--- config.mk ---
export PLATFORM = sky130hd
export DESIGN_NAME = i2s_tx_sched
export DESIGN_NICKNAME = d
export VERILOG_FILES = /design/src/rtl/i2s_tx_sched.sv
export SDC_FILE = /design/constraint.sdc
export NUM_CORES = 1
export LEC_CHECK = 0
export ABC_AREA = 1
export CAP_MARGIN = 0
export CORE_ASPECT_RATIO = 0.9
export CORE_MARGIN = 1.5
export CORE_UTILIZATION = 40
export CTS_CLUSTER_DIAMETER = 60
export DETAILED_ROUTE_END_ITERATION = 16
export GPL_ROUTABILITY_DRIVEN = 0
export GPL_TIMING_DRIVEN = 0
export HOLD_SLACK_MARGIN = 0.05
export SYNTH_ARGS = -nofsm -noshare
export SYNTH_HDL_FRONTEND = slang
export SYNTH_SLANG_ARGS = --single-unit
--- constraint.sdc ---
create_clock -name sclk -period 3.5 [get_ports sclk]
set_input_delay 0.7 -clock sclk [delete_from_list [all_inputs] [get_ports sclk]]
set_output_delay 0.7 -clock sclk [all_outputs]
set_load 0.01 [all_outputs]
--- src/rtl/i2s_tx_sched.sv ---
// rtl/i2s_tx_sched.sv - I2S transmit frame scheduler with two-requester stereo FIFO
//
// Purpose: merges stereo frames from two requesters (round-robin) into a small
// FIFO and presents one frame per I2S frame to the transmitter. A PRIME/RUN
// state machine waits for PRIME_LVL frames before streaming. In RUN it reports
// underruns and falls back to PRIME. Every register updates on negedge sclk.
//
// Ports:
//   sclk                 clock (all state changes on its falling edge)
//   rst                  synchronous active-high reset
//   ws_in                word select from the transmitter
//   req0_valid/left/right/ready  requester 0 (DSP path) frame handshake
//   req1_valid/left/right/ready  requester 1 (test-tone path) frame handshake
//   mute                 load silence at the next frame boundary
//   left_chan/right_chan frame presented to the transmitter
//   underrun             one-cycle pulse: frame load found FIFO empty in RUN
//   level                FIFO occupancy
//   running              high while in RUN
//
// Option: define I2S_TX_SCHED_HOLD_EN to re-present the last loaded frame on
// an underrun instead of silence.

module i2s_tx_sched #(
  parameter int WIDTH     = 16,
  parameter int DEPTH     = 4,
  parameter int PRIME_LVL = 2
) (
  input  logic                     sclk,
  input  logic                     rst,
  input  logic                     ws_in,
  input  logic                     req0_valid,
  input  logic [WIDTH-1:0]         req0_left,
  input  logic [WIDTH-1:0]         req0_right,
  output logic                     req0_ready,
  input  logic                     req1_valid,
  input  logic [WIDTH-1:0]         req1_left,
  input  logic [WIDTH-1:0]         req1_right,
  output logic                     req1_ready,
  input  logic                     mute,
  output logic [WIDTH-1:0]         left_chan,
  output logic [WIDTH-1:0]         right_chan,
  output logic                     underrun,
  output logic [$clog2(DEPTH):0]   level,
  output logic                     running
);

  localparam int AW = $clog2(DEPTH);
  localparam int LW = AW + 1;

  typedef enum logic {PRIME, RUN} state_t;

  state_t state, state_nxt;

  logic [WIDTH-1:0] mem_l [DEPTH];
  logic [WIDTH-1:0] mem_r [DEPTH];
  logic [AW-1:0]    wr_ptr, rd_ptr;
  logic [LW-1:0]    level_nxt;
  logic             full_q;
  logic             ws_q;
  logic             prio;       // 0: requester 0 wins a tie, 1: requester 1 wins
  logic             boundary;
  logic             grant0, grant1;
  logic             push, pop;
  logic             ur_nxt;
  logic [WIDTH-1:0] wdata_l, wdata_r;
  logic [WIDTH-1:0] load_l, load_r;

  // Left-channel start: ws_in fell since the previous cycle. ws_q is cleared
  // in reset so the first cycle after release can never see a boundary.
  assign boundary = ws_q & ~ws_in;

  assign grant0 = req0_valid & (~req1_valid | ~prio);
  assign grant1 = req1_valid & (~req0_valid | prio);

  // Full is taken from the registered flag, so a same-cycle pop never frees
  // a slot for a write.
  assign req0_ready = grant0 & ~full_q & ~rst;
  assign req1_ready = grant1 & ~full_q & ~rst;

  assign push    = (req0_valid & req0_ready) | (req1_valid & req1_ready);
  assign wdata_l = req1_ready ? req1_left  : req0_left;
  assign wdata_r = req1_ready ? req1_right : req0_right;

  assign running = (state == RUN);

  // Occupancy decisions use the registered level, so a push landing in the
  // boundary cycle does not rescue an empty FIFO.
  always_comb begin
    state_nxt = state;
    pop       = 1'b0;
    ur_nxt    = 1'b0;
    load_l    = '0;
    load_r    = '0;
    if (boundary) begin
      if (state == PRIME) begin
        if (level >= LW'(PRIME_LVL)) begin
          pop       = 1'b1;
          load_l    = mem_l[rd_ptr];
          load_r    = mem_r[rd_ptr];
          state_nxt = RUN;
        end
      end else begin
        if (level != '0) begin
          pop    = 1'b1;
          load_l = mem_l[rd_ptr];
          load_r = mem_r[rd_ptr];
        end else begin
          ur_nxt    = 1'b1;
          state_nxt = PRIME;
`ifdef I2S_TX_SCHED_HOLD_EN
          load_l    = left_chan;
          load_r    = right_chan;
`endif
        end
      end
      // Mute only affects what is shown; pop and state move as usual.
      if (mute) begin
        load_l = '0;
        load_r = '0;
      end
    end
  end

  assign level_nxt = level + {{AW{1'b0}}, push} - {{AW{1'b0}}, pop};

  always_ff @(negedge sclk) begin
    if (rst) begin
      state <= PRIME;
    end else begin
      state <= state_nxt;
    end
  end

  always_ff @(negedge sclk) begin
    if (rst) begin
      wr_ptr     <= '0;
      rd_ptr     <= '0;
      level      <= '0;
      full_q     <= 1'b0;
      ws_q       <= 1'b0;
      prio       <= 1'b0;
      left_chan  <= '0;
      right_chan <= '0;
      underrun   <= 1'b0;
    end else begin
      ws_q     <= ws_in;
      underrun <= ur_nxt;
      level    <= level_nxt;
      full_q   <= (level_nxt == LW'(DEPTH));
      if (push) begin
        wr_ptr <= wr_ptr + AW'(1);
        // The requester just served loses the next tie.
        prio   <= req0_ready;
      end
      if (pop) begin
        rd_ptr <= rd_ptr + AW'(1);
      end
      if (boundary) begin
        left_chan  <= load_l;
        right_chan <= load_r;
      end
    end
  end

  always_ff @(negedge sclk) begin
    if (push) begin
      mem_l[wr_ptr] <= wdata_l;
      mem_r[wr_ptr] <= wdata_r;
    end
  end

endmodule

==> metrics.log <==
INFO  metric synth_area_leaders = edfxtp_1 (48%), nand2_1 (14%), dfxtp_1 (12%), inv_1 (8.4%), nor2_1 (6.6%)
INFO  metric worst_ir_drop_vdd = 0.303 mV
INFO  metric fin_nets = 1347
INFO  metric cts-buffers-inserted = 17
INFO  metric area_overhead_vs_synth = 38.0%
INFO  metric route.detailed.drc = 0
INFO  metric placement.setup.worst_slack = -1.38 ns
INFO  metric crit-reg2reg-launch = level[1]$_SDFF_NP0_
INFO  metric setup_repair_after_global_routing_missed_its_margin = true
INFO  metric synth_top_family_by_area = simple AND/OR/NAND/NOR gates
INFO  metric max_slew.worst_pin.slew = 0.713 ns
INFO  metric synthMuxAreaShare = 0%
INFO  metric synth_seq_area_share = 59.9%
INFO  metric clock_tree.buffer_depth = 2
INFO  metric ant_nets = 0
INFO  metric io_pins = 109
INFO  metric synth_simple_gate_area_share = about a quarter
INFO  metric synthesis.nets = 1012
INFO  metric final_core_util = between 50% and 60%
INFO  metric syn_avg_cell_area = around 8.5 um^2
INFO  metric number_of_instances_in_the_synthesized_netlist = approximately 930
INFO  metric worstSetupStartpointType = flip-flop
INFO  metric crit_fanout = 3
INFO  metric critical_path_arrival = a little over 3 ns
INFO  metric hold_viol = 0
INFO  metric dr_total_vias = 6731
INFO  metric p_per_area = 562 nW/um^2
INFO  metric dr.pass1.iters = 6
INFO  metric pin_count_of_the_biggest_net_entering_global_routing = 17
INFO  metric holdPathStages = 2
INFO  metric report.final.setup_viol = 28
INFO  metric endpoint_kind = primary output
INFO  metric cts_tree = done
INFO  metric setup_slack = -0.226 ns
INFO  metric end_of_the_worst_register_to_register_path = full_q$_SDFF_NP0_
INFO  metric dpl.cell_count = 1291
INFO  metric final_max_slew_viol_count = 0
INFO  metric drv_cap = 0
INFO  metric complex_gate_fraction_of_the_synthesized_area = 0.503%
INFO  metric dpl.hpwl = 11.6 mm
INFO  metric grt_overflow = 0
INFO  metric die_area = 20800 um^2
INFO  metric drt_wl_total = 20.7 mm
INFO  metric diodes = 0
INFO  metric slew_headroom = 52.5%
INFO  metric timing.clock.skew = 0.0183 ns
INFO  metric h_tree_levels = 4
INFO  metric drive_above_1_share = between 10% and 20%
INFO  metric start_util = 41.2%
INFO  metric leakage = 0.00560 uW
INFO  metric synth.yosys.warnings = 0
INFO  metric cts.reportedPaths.clkPinSlew = 0.03 ns
INFO  metric avgRoutedWirePerCell = 13.5 um
INFO  metric r2r_cells = 15
INFO  metric post_synth_num_cell_types = 26
INFO  metric grt.total_usage = 20.8%
INFO  metric hold_path_end = prio$_SDFFE_NP0P_
INFO  metric synth_top_cell_by_area = edfxtp_1
INFO  metric hold_path_startpoint = prio$_SDFFE_NP0P_
INFO  metric floorplan.core_area = 19300 um^2
INFO  metric nFillCells = about 1800
INFO  metric synth_area = between 7000 and 8000 um^2
INFO  metric placement_rows = 48
INFO  metric path_class = reg -> out
INFO  metric reg2reg_setup_slack = 1.35 ns
INFO  metric synth_xor_area_share = 0.110%
INFO  metric finish.cell_count_without_fillers = 1532
INFO  metric area.sequential = 4770 um^2
INFO  metric drt_iter0_markers = between 300 and 400
INFO  metric clock_latency = 0.46 ns
INFO  metric most_common_library_cell_in_the_layout_ignoring_fill_and_taps = inv_1
INFO  metric ys_seq_elements = between 150 and 200
INFO  metric clock_tree.root_cell = clkbuf_16
INFO  metric final_cell_mix = inv_1 (349), nand2_1 (290), nor2_1 (135)
INFO  metric clkSinkCount = 174
INFO  metric grt_first_pass_wirelength = 32.0 mm
INFO  metric failing_checks = setup timing
INFO  metric io_buffers = 107
INFO  metric chipHeight = 137 um
INFO  metric synth_adder_area_share = 1.35%
INFO  metric die_width = between 150 and 200 um
INFO  metric outcome = finished with violations
INFO  metric antenna_found_initial = 0
INFO  metric hold_slack = 0.476 ns
INFO  metric post_drt_via_cell_ratio = roughly 4.4
INFO  metric yosys.area.top_type_share = 48.3%
INFO  metric multi_input_area = ~2400 um^2
INFO  metric first_global_vias = 6849
INFO  metric class_of_the_tightest_hold_or_removal_check = reg -> reg
INFO  metric worstPathRequired = 2.80 ns
-- timing repair --
item                                    4_1_cts  5_1_grt
buffers inserted                             29        5
endpoints found under the hold margin         0        0
cloned                                        4        1
hold buffers                                  0        0
gates resized for setup                     119       58
pin swaps                                    18        4
endpoints found under the setup margin      308      127
-- Yosys cell counts --
master    number
nand3_1       66
nor2_2         1
nand2_1      299
nor2_1       139
nor3_1         2
fa_1           1
nand3b_1       1
buf_2         15
edfxtp_1     128
buf_4          3
buf_6         13
inv_2          9
ha_1           7
or2_0          1
nand2_2        1
o21ai_1        2
nand3_4        1
nand4_1        1
clkinv_2       3
buf_1          2
nand3_2        1
dfxtp_1       46
a21oi_1        6
inv_1        178
clkbuf_1       7
xor2_1         1
-- stage by stage --
stage	instance area, um^2	total power (uW)	TNS (ns)
6_report	11000	6170	-1.37
3_3_place_gp	9430	3730	-270.07
4_1_cts	11000	6230	-4.91
2_1_floorplan	8050	3400	-48.77
5_1_grt	11000	6640	-2.69
3_5_place_dp	9430	3740	-273.62
-- cells by family (layout without fill, tap and decap cells) --
| family | Yosys count | in the layout |
|---|---|---|
| adders and majority gates | 8 | 8 |
| and+or+nand+nor | 513 | 517 |
| AOI/OAI and AO/OA | 8 | 8 |
| DFF | 174 | 174 |
| buffers and inverters | 230 | 574 |
| xor gates and xnor gates | 1 | 1 |
-- routing by layer --
layer	global-route usage [%]	vias to the layer above	part of all wire [%]
li1	-	3495	-
met5	0	-	0
met1	24.0	3030	43
met3	6.93	23	6.2
met4	10.8	0	1.3
met2	34.2	183	49
-- worst max-delay path, cell delays in order (launching register included) --
cell      delay (ns)
dfxtp_2         0.32
inv_2           0.05
nand2_2         0.05
nand3_4         0.09
buf_6           0.14
clkinv_8        0.06
buf_6           0.11
-- state kept, by name (all words and copies together) (netlist names), named ones only --
register	cells
mem_l	64
mem_r	64
left_chan	16
right_chan	16
level	3
rd_ptr	2
wr_ptr	2
full_q	1
prio	1
running	1
underrun	1
ws_q	1
-- worst max-delay path by stage --
stage,start,to,slack (ns),depth (start not counted)
CTS,rst,full_q$_SDFF_NP0_,-0.27,14
finish,prio$_SDFFE_NP0P_,req1_ready,-0.23,6
global placement,req1_valid,mem_l[2][6]$_DFFE_NP_,-1.38,7
detailed placement,req1_valid,full_q$_SDFF_NP0_,-1.38,14
global route,req1_valid,full_q$_SDFF_NP0_,-0.29,14
floorplan,rst,full_q$_SDFF_NP0_,-0.69,13
-- area by class of cell --
cell class,count,area share [%]
plain buffers,39,2.70
clock buffers,17,3.87
clock inverters,189,7.24
inverters,189,6.80
multi-input cells,534,21.4
flip-flops and latches,174,43.5
well taps,250,2.85
repair buffers,140,11.6
-- power breakdown --
group	switching (uW)	leakage (uW)	internal, uW
clock	1290	0.00121	1310
combinational	640	0.00284	433
sequential	57.1	0.00155	2450
total	1990	0.00560	4190
(Power assumes the default switching activity.)
